$ cat src/rtl/core_bus_pkg.sv
// Shared definitions for the byte-serial core bus: port FSM states,
// transfer direction encoding and the default bus address width.
package core_bus_pkg;

  typedef enum logic [1:0] {
    ST_IDLE = 2'd0,
    ST_REQ  = 2'd1,
    ST_GAP  = 2'd2,
    ST_DONE = 2'd3
  } port_state_t;

  localparam logic RW_READ  = 1'b0;
  localparam logic RW_WRITE = 1'b1;

  localparam int DEFAULT_ADDR_W = 10;

endpackage

$ cat src/rtl/mem_word_port.sv
// Splits a word read/write into big-endian byte transfers on the shared bus.
// Latency: 2*BYTES cycles from accept to resp_valid with zero-wait grants.
// Backpressure: one transfer at a time; req_ready low until the response cycle.
module mem_word_port
  import core_bus_pkg::*;
#(
  parameter int ADDR_W  = DEFAULT_ADDR_W,
  parameter int BYTES   = 4,
  parameter int TIMEOUT = 255
) (
  input  logic               clk,
  input  logic               reset,
  input  logic               req_valid,
  output logic               req_ready,
  input  logic               req_write,
  input  logic [ADDR_W-1:0]  req_addr,
  input  logic [8*BYTES-1:0] req_wdata,
  output logic               resp_valid,
  output logic               resp_err,
  output logic [8*BYTES-1:0] resp_rdata,
  output logic               grant_request,
  input  logic               grant_given,
  output logic               rw,
  output logic [ADDR_W-1:0]  address,
  output logic [7:0]         data_out,
  input  logic [7:0]         data_in
);

  localparam int IDX_W = (BYTES > 1) ? $clog2(BYTES) : 1;
  localparam int CNT_W = (TIMEOUT > 1) ? $clog2(TIMEOUT) : 1;
  localparam logic [IDX_W-1:0] LAST_IDX = IDX_W'(BYTES - 1);
  localparam logic [CNT_W-1:0] CNT_MAX  = CNT_W'((TIMEOUT > 0) ? TIMEOUT - 1 : 0);

  port_state_t        state;
  logic               wr_q;
  logic               err_q;
  logic [ADDR_W-1:0]  base_q;
  logic [8*BYTES-1:0] wdata_q;
  logic [IDX_W-1:0]   idx;
  logic [CNT_W-1:0]   tcnt;

  // Byte k of a word sits at base+k, so byte 0 is the most significant.
  function automatic logic [7:0] pick_byte(input logic [8*BYTES-1:0] w,
                                           input logic [IDX_W-1:0]   i);
    logic [7:0] b;
    b = '0;
    for (int k = 0; k < BYTES; k++) begin
      if (i == IDX_W'(k)) b = w[8*(BYTES-1-k) +: 8];
    end
    return b;
  endfunction

  assign req_ready = (state == ST_IDLE);

  always_ff @(posedge clk or posedge reset) begin
    if (reset) begin
      state         <= ST_IDLE;
      wr_q          <= RW_READ;
      err_q         <= 1'b0;
      base_q        <= '0;
      wdata_q       <= '0;
      idx           <= '0;
      tcnt          <= '0;
      resp_valid    <= 1'b0;
      resp_err      <= 1'b0;
      resp_rdata    <= '0;
      grant_request <= 1'b0;
      rw            <= 1'b0;
      address       <= '0;
      data_out      <= '0;
    end else begin
      case (state)
        ST_IDLE: begin
          resp_valid <= 1'b0;
          resp_err   <= 1'b0;
          if (req_valid) begin
            wr_q          <= req_write;
            base_q        <= req_addr;
            wdata_q       <= req_wdata;
            idx           <= '0;
            tcnt          <= '0;
            err_q         <= 1'b0;
            resp_rdata    <= '0;
            grant_request <= 1'b1;
            rw            <= req_write;
            address       <= req_addr;
            data_out      <= req_wdata[8*BYTES-1 -: 8];
            state         <= ST_REQ;
          end
        end
        ST_REQ: begin
          if (grant_given) begin
            if (wr_q == RW_READ) begin
              for (int k = 0; k < BYTES; k++) begin
                if (idx == IDX_W'(k)) resp_rdata[8*(BYTES-1-k) +: 8] <= data_in;
              end
            end
            grant_request <= 1'b0;
            idx           <= idx + 1'b1;
            state         <= (idx == LAST_IDX) ? ST_DONE : ST_GAP;
          end else if (TIMEOUT != 0 && tcnt == CNT_MAX) begin
            grant_request <= 1'b0;
            err_q         <= 1'b1;
            state         <= ST_DONE;
          end else begin
            tcnt <= tcnt + 1'b1;
          end
        end
        ST_GAP: begin
          // The wait budget restarts for every byte.
          tcnt          <= '0;
          grant_request <= 1'b1;
          address       <= base_q + ADDR_W'(idx);
          data_out      <= pick_byte(wdata_q, idx);
          state         <= ST_REQ;
        end
        ST_DONE: begin
          resp_valid <= 1'b1;
          resp_err   <= err_q;
          state      <= ST_IDLE;
        end
        default: state <= ST_IDLE;
      endcase
    end
  end

endmodule

$ cat config.mk
export PLATFORM = sky130hd
export DESIGN_NAME = mem_word_port
export DESIGN_NICKNAME = d
export VERILOG_FILES = /design/src/rtl/core_bus_pkg.sv /design/src/rtl/mem_word_port.sv
export SDC_FILE = /design/constraint.sdc
export NUM_CORES = 1
export LEC_CHECK = 0
export CAP_MARGIN = 20
export CORE_MARGIN = 3
export CORE_UTILIZATION = 50
export DETAILED_ROUTE_END_ITERATION = 8
export PLACE_DENSITY = 0.9
export SLEW_MARGIN = 30
export SYNTH_ARGS = -nofsm -noshare
export SYNTH_HDL_FRONTEND = slang
export SYNTH_SLANG_ARGS = --single-unit
$ cat constraint.sdc
create_clock -name clk -period 4.2 [get_ports clk]
set_input_delay 0.42 -clock clk [delete_from_list [all_inputs] [get_ports clk]]
set_output_delay 0.42 -clock clk [all_outputs]
set_load 0.02 [all_outputs]
; ---- Word-level counts from Yosys, hierarchy flattened
; Cells that the tools add are included.
[totals]
regBits = 109
latchBits = 0
mem_bits_rw = 0
rom_bits = 0
in_bits = 55
out_inout_bits = 55
word_cells = 92
mem_count = 0
[op_classes]
n_addsub = 3
mul = 0
n_div = 0
order_cmp = 0
n_eq_ne = 18
shift = 0
n_mux = 38
bitwise_logic = 0
n_reduce_logical = 17
[ops]
columns = op, count
row1 = 32-bit two-way mux, 3
row2 = 8-bit two-way mux, 12
row3 = 32-bit case mux with 2 select lines, 1
row4 = 8-bit case mux with 3 select lines, 1
row5 = "2-bit != test, second input constant", 10
row6 = 10-bit case mux with 2 select lines, 1
row7 = 5-bit AND reduction, 4
row8 = 8-bit case mux with 2 select lines, 1
row9 = 10-bit by 2-bit adder with 10-bit output, 1
row10 = 10-bit two-way mux, 1
row11 = 2-bit two-way mux, 5
row12 = "8-bit by 1-bit adder with 8-bit output, second input constant", 1
row13 = "2-bit == test, second input constant", 4
row14 = "8-bit == test, second input constant", 1
row15 = 2-bit case mux with 4 select lines, 1
row16 = 4-bit AND reduction, 2
row17 = 1-bit two-way mux, 7
row18 = 1-bit case mux with 2 select lines, 3
row19 = 2-bit AND reduction, 3
row20 = 3-bit AND reduction, 2
row21 = 2-bit nonzero test, 3
row22 = "2-bit by 1-bit == test with 1-bit output, second input constant", 2
row23 = 2-bit logical NOT, 2
row24 = 2-bit case mux with 2 select lines, 1
row25 = 4 further kinds, 4

; ---- Depth between registers and ports, before layout
; Gate-level depths: netlist (run 1).
[depth]
word_depth = 6
ltp_mapped = 9

; ---- Worst setup path after synthesis (run 1)
; OpenSTA, ideal clock, no wires.
[synth_timing]
path_kind = reg2reg
start = reg state[0]
end = reg resp_rdata[10]
setup_ps = 125
arrival_time_ps = 1962
required_ps = 4075
slack_ps = 2114
path_stages_with_launch = 8
n_path_buf = 1
cell_sequence = dfrtp_1 -> inv_1 -> ha_1 -> nor2b_1 -> buf_6 -> a211o_4 -> a21oi_4 -> mux2_2
[synth_between]
elab_chain_cells = 3
[synth_lines]
columns = element, line
row1 = from (decl), mem_word_port.sv:34  ; port_state_t state;
row2 = from (signal assigned), mem_word_port.sv:100  ; state <= (idx == LAST_IDX) ? ST_DONE : ST_GAP;
row3 = 2-bit logical NOT (*), n/a
row4 = net req_ready, mem_word_port.sv:14  ; output logic req_ready,
row5 = 2-bit != test (no source line) / 2-bit nonzero test (equally long branches), n/a
row6 = 5-bit AND reduction (no source line), n/a
row7 = "to (signal, indexed assignment)", mem_word_port.sv:95  ; if (idx == IDX_W'(k)) resp_rdata[8*(BYTES-1-k) +: 8] <= data_in;
row8 = to (decl), mem_word_port.sv:20  ; output logic [8*BYTES-1:0] resp_rdata,
; The timed path passes the listed nets; every way through them passes the cells marked *.
; A chain may end at the register's enable or synchronous reset.

; ---- Final worst setup path (run 1)
[layout_timing]
start = reg state[1]
end = out req_ready
[layout_between]
elab_chain_cells = 1
[layout_lines]
columns = element, line
row1 = 2-bit logical NOT, mem_word_port.sv:53  ; assign req_ready = (state == ST_IDLE);
row2 = to (decl), mem_word_port.sv:14
; Every way passes these cells.

==> out/results.md, run 1 <==
* 3 — total number of H-tree levels
* 3834 — detailed-route via count
* sky130_fd_sc_hd__dfrtp_1 — cell taking the most area after synthesis
* 0 — post-detailed-route count of antenna-violating nets
* address[4] — start point of the worst min-delay path
* 53.0% — share of the synthesized area in the top cell type
* 9 — number of buffers created by CTS
* primary output — capturing element type of the critical path
* 0.0116 sq mm — die footprint
* 0 — overflow left after global routing
* 52.0% — effective utilization at floorplan
* 0.10 ns — clock-pin slew on the worst setup and hold paths
* 9 — highest fanout seen on the critical path
* 18.2% — proportion of synthesized area in mux cells
* sky130_fd_sc_hd__clkbuf_8 — CTS root buf
* 2.78 nW — Leak
* 19.6 mm — global-route wire length before repair
* 0.851% — XOR/XNOR share of the synthesized area
* sky130_fd_sc_hd__dfrtp_1 53%, sky130_fd_sc_hd__mux2_2 16%, sky130_fd_sc_hd__ha_1 2.9%, sky130_fd_sc_hd__o21ai_0 2.7%, sky130_fd_sc_hd__nand2_1 2.6% — leading post-synthesis cells by cell area
* completed — status
* 107 um — die height
* address[4] — hold endpoint
* 110 — IO Pins
* 4 — total iterations of the first detailed-routing run
* 109 x sky130_fd_sc_hd__dfrtp_1, 109 x sky130_fd_sc_hd__clkdlybuf4s50_1, 73 x sky130_fd_sc_hd__mux2_2 — highest-count cells in the layout ignoring fill and taps
* 17.5 um — wire length per cell
* 738 mW/mm^2 — power per cell area
* 0.0126 ns — clock tree skew after final layout
* 0 — Remaining DRCs
* 0 — max-slew violation count
* reg -> out — type of the worst setup path
* 109 — # port buffers
* reg -> reg — worst hold path type
* 0 — reported max-cap violation count
* 27.2% — area added between synthesis and finish
* 11.8 mm — total routed wirelength
* 11.6% — complex-gate fraction of the synthesized area
* 49 — Unique masters post-synth
* 182 — violation count after the first detailed-route iteration
* 1.94 ns — endpoint arrival time on the critical path
* 0 — number of antenna violations at the first check in global routing
* flop — launching element type of the critical path
* 18.6% — fraction of layout instances using a drive strength above 1
* 40.1% — worst max-slew margin expressed relative to the limit
* 53.0% — register area share after synthesis
* 0 — # setup viols final
* 504 — syn nets
* 7 — depth of the worst register-to-register path
* 100% — share of async-settable or async-resettable flops after synthesis
* 0.898 ns — transition time at the pin with the least slew margin
* state[0] — critical register-to-register path startpoint
* 1.77 ns — minimum setup slack after placement
* 2.36 ns — final period demand of the worst path
* 0 — number of setup buffers added after CTS
* 0.00226 sq mm — area of the multi-input gates
* 4043 — via count of the first global-routing pass
* 757 — filler cell count
* 0 ns — Total Neg Setup Slack
* 1.86 ns — reg2reg setup slack
* 3.30% — arithmetic-cell share of the synthesized area counting full adders, half adders and majority gates
* 0.397 mV — worst vdd ir
* 0 — count of antenna diodes in the layout
* 0.847 — final estimated routing congestion in global placement
* 109 — flip-flop and latch count after synthesis
* 8.56 mm — half-perimeter wire length of the detailed placement result
* 5.66 — vias per cell
* done — TritonCTS clock tree
* 2 — Max Root-Sink Buffers
* 107 um — Die Width
* 0 — CTS hold repair buffers
* false — setup repair after global routing missed its margin
* 436 — Synth Instances
* 3.78 ns — critical path required time
* 607 — number of nets at the end of the flow
* 11.8 sq um — Post-Synthesis Mean Instance Area
* 0 — cts repair resizes
* 36 — Cell Rows
* 423 MHz — Fmax
* 56.3% — share of the clock period used by the worst path
* 0 — total count of hold-check failures in the final report
* address[5] — worst reg2reg endpoint
* sky130_fd_sc_hd__dfrtp_1 — Main synth FF type
* 109 — clock sink total
* 0.38 ns — insertion delay of the later-clocked pin in the worst-skew pair
* 0 — number of enable-type register cells in the synthesized netlist
* multiplexers — largest family of logic cells by synthesized area
* 0 — synth warn
* 10.0% — Synth Area in Simple Gates
* 0.00991 sq mm — floorplan core area
* 21.2% — overall global routing resource usage
* 0.00273 sq mm — sequential cell area in the final layout
* 1.84 ns — Final WS setup
* 88 — maximum number of pins on one net before global-route repair
* 0.00515 sq mm — area of the mapped netlist
* 2 — instance count along the most critical hold path
cell families (layout without fill, tap and decap cells):
family                     Yosys count  after routing
AOI/OAI and AO/OA                   85             85
xor gates and xnor gates             5              5
adders and majority gates           13             13
buffers and inverters               38            146
DFF                                109            109
muxes                               84             84
and+or+nand+nor                    102            102
through the flow:
step	power (mW)	hold slack (ns)	area, sq um	std cells	util, %
3_3_place_gp	4.11	0.462	6350	661	64.0
6_report	4.83	0.490	6550	677	66.1
2_1_floorplan	3.37	0.479	5150	436	-
3_5_place_dp	4.22	0.472	6350	661	64.1
4_1_cts	4.86	0.496	6550	677	66.1
5_1_grt	5.15	0.521	6550	677	66.1
flip-flops by register name (all words and copies together), names as in the netlist:
name,flops
wr_q,1
grant_request,1
tcnt,8
resp_valid,1
resp_rdata,32
state,2
err_q,1
data_out,8
base_q,10
idx,2
address,10
wdata_q,32
resp_err,1
cell type report:
cell class                      instances  share of cell area (%)
Clock buffer                            9                    1.89
Inverter                               17                    1.05
Sequential cell                       109                    41.7
Multi-Input combinational cell        289                    34.6
Tap cell                              133                    2.54
Timing Repair Buffer                  113                    17.1
Clock inverter                          7                    1.17
per-layer routing:
layer / vias up / GRT usage [%] / routed length (um)
met3: 19 / 4.50 / 758
met4: 0 / 7.84 / 187
li1: 1769 / - / -
met5: - / 0 / 0
met2: 130 / 34.9 / 5840
met1: 1916 / 27.9 / 5030
where the power goes:
| part | internal, mW | switching (mW) |
|---|---|---|
| sequential | 1.50 | 0.300 |
| combinational | 1.16 | 1.24 |
| clock | 0.237 | 0.391 |
worst max-delay path, cell delays in order (launching register included):
cell and delay [ns]:
sky130_fd_sc_hd__dfrtp_1 0.44, sky130_fd_sc_hd__inv_1 0.11, sky130_fd_sc_hd__ha_1 0.36, sky130_fd_sc_hd__clkdlybuf4s50_1 0.67
worst max path at each step:
stage	startpoint	to	slack (ns)	cells past startpoint
after floorplan	reset	address[0]	0.91	1
after global placement	grant_given	resp_rdata[13]	1.85	5
after detailed placement	grant_given	resp_rdata[21]	1.77	5
after CTS	state[1]	req_ready	1.80	3
after global routing	state[0]	address[4]	1.67	6
final	state[1]	req_ready	1.84	3
synth_stat cells, types with 4 or more instances:
cell / number
sky130_fd_sc_hd__dfrtp_1: 109
sky130_fd_sc_hd__mux2_2: 73
sky130_fd_sc_hd__nand2_1: 35
sky130_fd_sc_hd__o21ai_0: 28
sky130_fd_sc_hd__nor2_1: 20
sky130_fd_sc_hd__inv_1: 16
sky130_fd_sc_hd__a21oi_1: 15
sky130_fd_sc_hd__clkbuf_1: 12
sky130_fd_sc_hd__ha_1: 12
sky130_fd_sc_hd__mux2i_1: 9
sky130_fd_sc_hd__a221oi_1: 8
sky130_fd_sc_hd__and2_1: 8
sky130_fd_sc_hd__nand2b_1: 8
sky130_fd_sc_hd__buf_2: 7
sky130_fd_sc_hd__nand3_1: 7
sky130_fd_sc_hd__o311a_1: 7
sky130_fd_sc_hd__nand4_1: 5
sky130_fd_sc_hd__or4_1: 5
sky130_fd_sc_hd__nor2b_1: 4
sky130_fd_sc_hd__xnor2_1: 4
(Power assumes the default switching activity.)
==> run 2: changes to the inputs <==
==> constraint.sdc (replaced) <==
create_clock -name clk -period 2.44 [get_ports clk]
set_input_delay 0.244 -clock clk [delete_from_list [all_inputs] [get_ports clk]]
set_output_delay 0.244 -clock clk [all_outputs]
set_load 0.02 [all_outputs]
==> run 2 against run 1 <==
Effect of this change:
- clock power up 85%
- global-route usage rose by 0.78 points
- non-clock buffer count rose by 6
- hold slack worse by 0.20 ns
- setup slack got worse by 1.6 ns
- flip-flop and latch count stayed put
- highest routed layer unchanged
==> out/results.md, run 2 (synthesis results as in run 1) <==
* 37.0% — worst max-slew margin expressed relative to the limit, was 40.1%
* 0.11 ns — clock-pin slew on the worst setup and hold paths, was 0.10 ns
* 613 — number of nets at the end of the flow, was 607
* 107 um — Die Width, unchanged
* 0.70 ns — max incr delay on CP, was 0.67 ns
* 20.0 mm — global-route wire length before repair, was 19.6 mm
* false — setup repair after global routing missed its margin, unchanged
* 0 — overflow left after global routing, unchanged
* primary output — capturing element type of the critical path, unchanged
* 0.00227 sq mm — area of the multi-input gates, was 0.00226 sq mm
* 39.3% — switching share of total power, was 40.0%
* 0 ns — Total Neg Setup Slack, unchanged
* inv_1 -> ha_1 -> clkdlybuf4s50_1 — Critical Path, Cell by Cell, unchanged
* 1280 mW/mm^2 — power per cell area, was 738 mW/mm^2
* 0.268 ns — Final WS setup, was 1.84 ns
* 107 um — die height, unchanged
* 0.892 mV — worst vdd ir, was 0.397 mV
* 0.00991 sq mm — floorplan core area, unchanged
* 185 — violation count after the first detailed-route iteration, was 182
* 3 — total number of H-tree levels, unchanged
* 3904 — detailed-route via count, was 3834
* 0 — Remaining DRCs, unchanged
* resp_rdata x32, wdata_q x32 — registers with the highest flip-flop counts, unchanged
* 28.8% — area added between synthesis and finish, was 27.2%
* 2.20 ns — critical path required time, was 3.78 ns
* 5.16 mW — internal power component, was 2.90 mW
* 109 — clock sink total, unchanged
* 0.38 ns — insertion delay of the later-clocked pin in the worst-skew pair, about the same
* 0 — number of antenna violations at the first check in global routing, unchanged
* 0.286 ns — Hold WS, was 0.490 ns
* 36 — Cell Rows, unchanged
* 0 — post-detailed-route count of antenna-violating nets, unchanged
* 65 — maximum number of pins on one net before global-route repair, was 88
* 110 — IO Pins, unchanged
* 2 — Worst Path Buf+Inv, unchanged
* 0 — max-slew violation count, unchanged
* 2.17 ns — final period demand of the worst path
* 18.1 um — wire length per cell, was 17.5 um
* reg -> out — type of the worst setup path, unchanged
* sky130_fd_sc_hd__clkbuf_8 — CTS root buf, unchanged
* 4 — total iterations of the first detailed-routing run, unchanged
* 2 — Max Root-Sink Buffers, unchanged
* 0.0116 sq mm — die footprint, unchanged
* 12.3 mm — total routed wirelength, was 11.8 mm
* 0 — number of setup buffers added after CTS, unchanged
* flop — launching element type of the critical path, unchanged
* 0 — CTS hold repair buffers, unchanged
* 109 — # port buffers, unchanged
* 0.00273 sq mm — sequential cell area in the final layout, unchanged
* 49.5% — power share of the combinational group, was 49.7%
* 0.0160 ns — clock tree skew after final layout, was 0.0126 ns
* done — TritonCTS clock tree, unchanged
* 3.33 mW — Sw Pwr, was 1.93 mW
* 9 — highest fanout seen on the critical path, unchanged
* 2.82 nW — Leak, was 2.78 nW
* 52.0% — effective utilization at floorplan, unchanged
* 0.186 ns — minimum setup slack after placement, was 1.77 ns
* 460 MHz — Fmax
* 36.8% — power share of the sequential group, was 37.2%
* 4049 — via count of the first global-routing pass, was 4043
* 0.946 ns — transition time at the pin with the least slew margin, was 0.898 ns
* 89.0% — share of the clock period used by the worst path
* 22.0% — overall global routing resource usage, was 21.2%
* 9 — number of buffers created by CTS, unchanged
* 109 x sky130_fd_sc_hd__dfrtp_1, 109 x sky130_fd_sc_hd__clkdlybuf4s50_1, 73 x sky130_fd_sc_hd__mux2_2 — highest-count cells in the layout ignoring fill and taps, unchanged
* buffers and inverters — Worst path top cell family by delay, unchanged
* 19.5% — fraction of layout instances using a drive strength above 1, was 18.6%
* 0 — total count of hold-check failures in the final report, unchanged
* 13.7% — Clk network pwr share, was 13.0%
* 1.93 ns — endpoint arrival time on the critical path, was 1.94 ns
* 5.72 — vias per cell, was 5.66
* 0.835 — final estimated routing congestion in global placement, was 0.847
* 0 — count of antenna diodes in the layout, unchanged
* completed — status, unchanged
* in -> async — worst hold path type, was reg -> reg
* 0 — # setup viols final, unchanged
* 8.78 mm — half-perimeter wire length of the detailed placement result, was 8.56 mm
* 0 — reported max-cap violation count, unchanged
* sky130_fd_sc_hd__clkdlybuf4s50_1 — worst-path cell with the longest stage delay, unchanged
* 741 — filler cell count, was 757
## run 2: cell count changes in the layout (fill, tap and decap cells not counted), sizes merged
| cell | delta |
|---|---|
| inv | -4 |
| bufinv | +1 |
| buf | +6 |
| clkbuf | +3 |
## run 2: routing by layer
| metal | GRT usage [%] | wire length (um) | vias to the layer above |
|---|---|---|---|
| met2 | 37.1 | 6110 | 165 |
| met5 | 0 | 0 | - |
| met3 | 6.78 | 1000 | 32 |
| li1 | - | - | 1781 |
| met1 | 27.2 | 4920 | 1926 |
| met4 | 7.12 | 309 | 0 |
## run 2: power by group through the flow
| stage | sequential (mW) | combinational, mW | clock, mW |
|---|---|---|---|
| floorplan | 3.42 | 2.38 | 0 |
| CTS | 3.11 | 4.23 | 1.18 |
| global route | 3.21 | 4.57 | 1.24 |
| finish | 3.12 | 4.21 | 1.16 |
| global placement | 3.09 | 4.04 | 0 |
| detailed placement | 3.13 | 4.21 | 0 |
## run 2: through the flow
stage / cells / total power [mW] / instance area [sq um] / utilization (%)
final: 683 / 8.49 / 6630 / 66.9
after global routing: 683 / 9.02 / 6630 / 66.9
after CTS: 683 / 8.53 / 6630 / 66.9
after detailed placement: 667 / 7.34 / 6420 / 64.8
after global placement: 667 / 7.13 / 6420 / 64.8
after floorplan: 436 / 5.79 / 5150 / -
## run 2: worst register-to-register path, stage by stage (launching register included)
cell and delay [ns]:
sky130_fd_sc_hd__dfrtp_1 0.42, sky130_fd_sc_hd__inv_1 0.08, sky130_fd_sc_hd__ha_1 0.30, sky130_fd_sc_hd__nor2b_1 0.21, sky130_fd_sc_hd__buf_4 0.17, sky130_fd_sc_hd__or4_1 0.51, sky130_fd_sc_hd__a21oi_1 0.17, sky130_fd_sc_hd__mux2i_1 0.21
## run 2: path summary, 6_finish.rpt
| path | slack (ns) | to | start | cells after the start |
|---|---|---|---|---|
| setup / recovery | 0.27 | req_ready | state[0] | 3 |
| hold / removal | 0.29 | resp_rdata[0] | reset | 3 |
| setup reg to reg | 0.30 | tcnt[7] | state[0] | 7 |
| hold reg to reg | 0.49 | address[4] | address[4] | 2 |
| max in group asynchronous | 1.83 | wdata_q[2] | reset | 3 |
| min in group clk | 0.47 | wdata_q[3] | req_wdata[3] | 2 |
## run 2: layout make-up
type / instances / area share [%]
repair buffers: 119 / 18.0
flip-flops and latches: 109 / 41.1
multi-input cells: 289 / 34.2
clock buffers: 12 / 2.34
clock inverters: 4 / 0.830
well taps: 133 / 2.51
inverters: 17 / 1.02
## run 2: what timing repair did
item,in CTS,in global routing
setup endpoints to repair,0,3
resized for setup,0,1
hold endpoints to repair,0,0
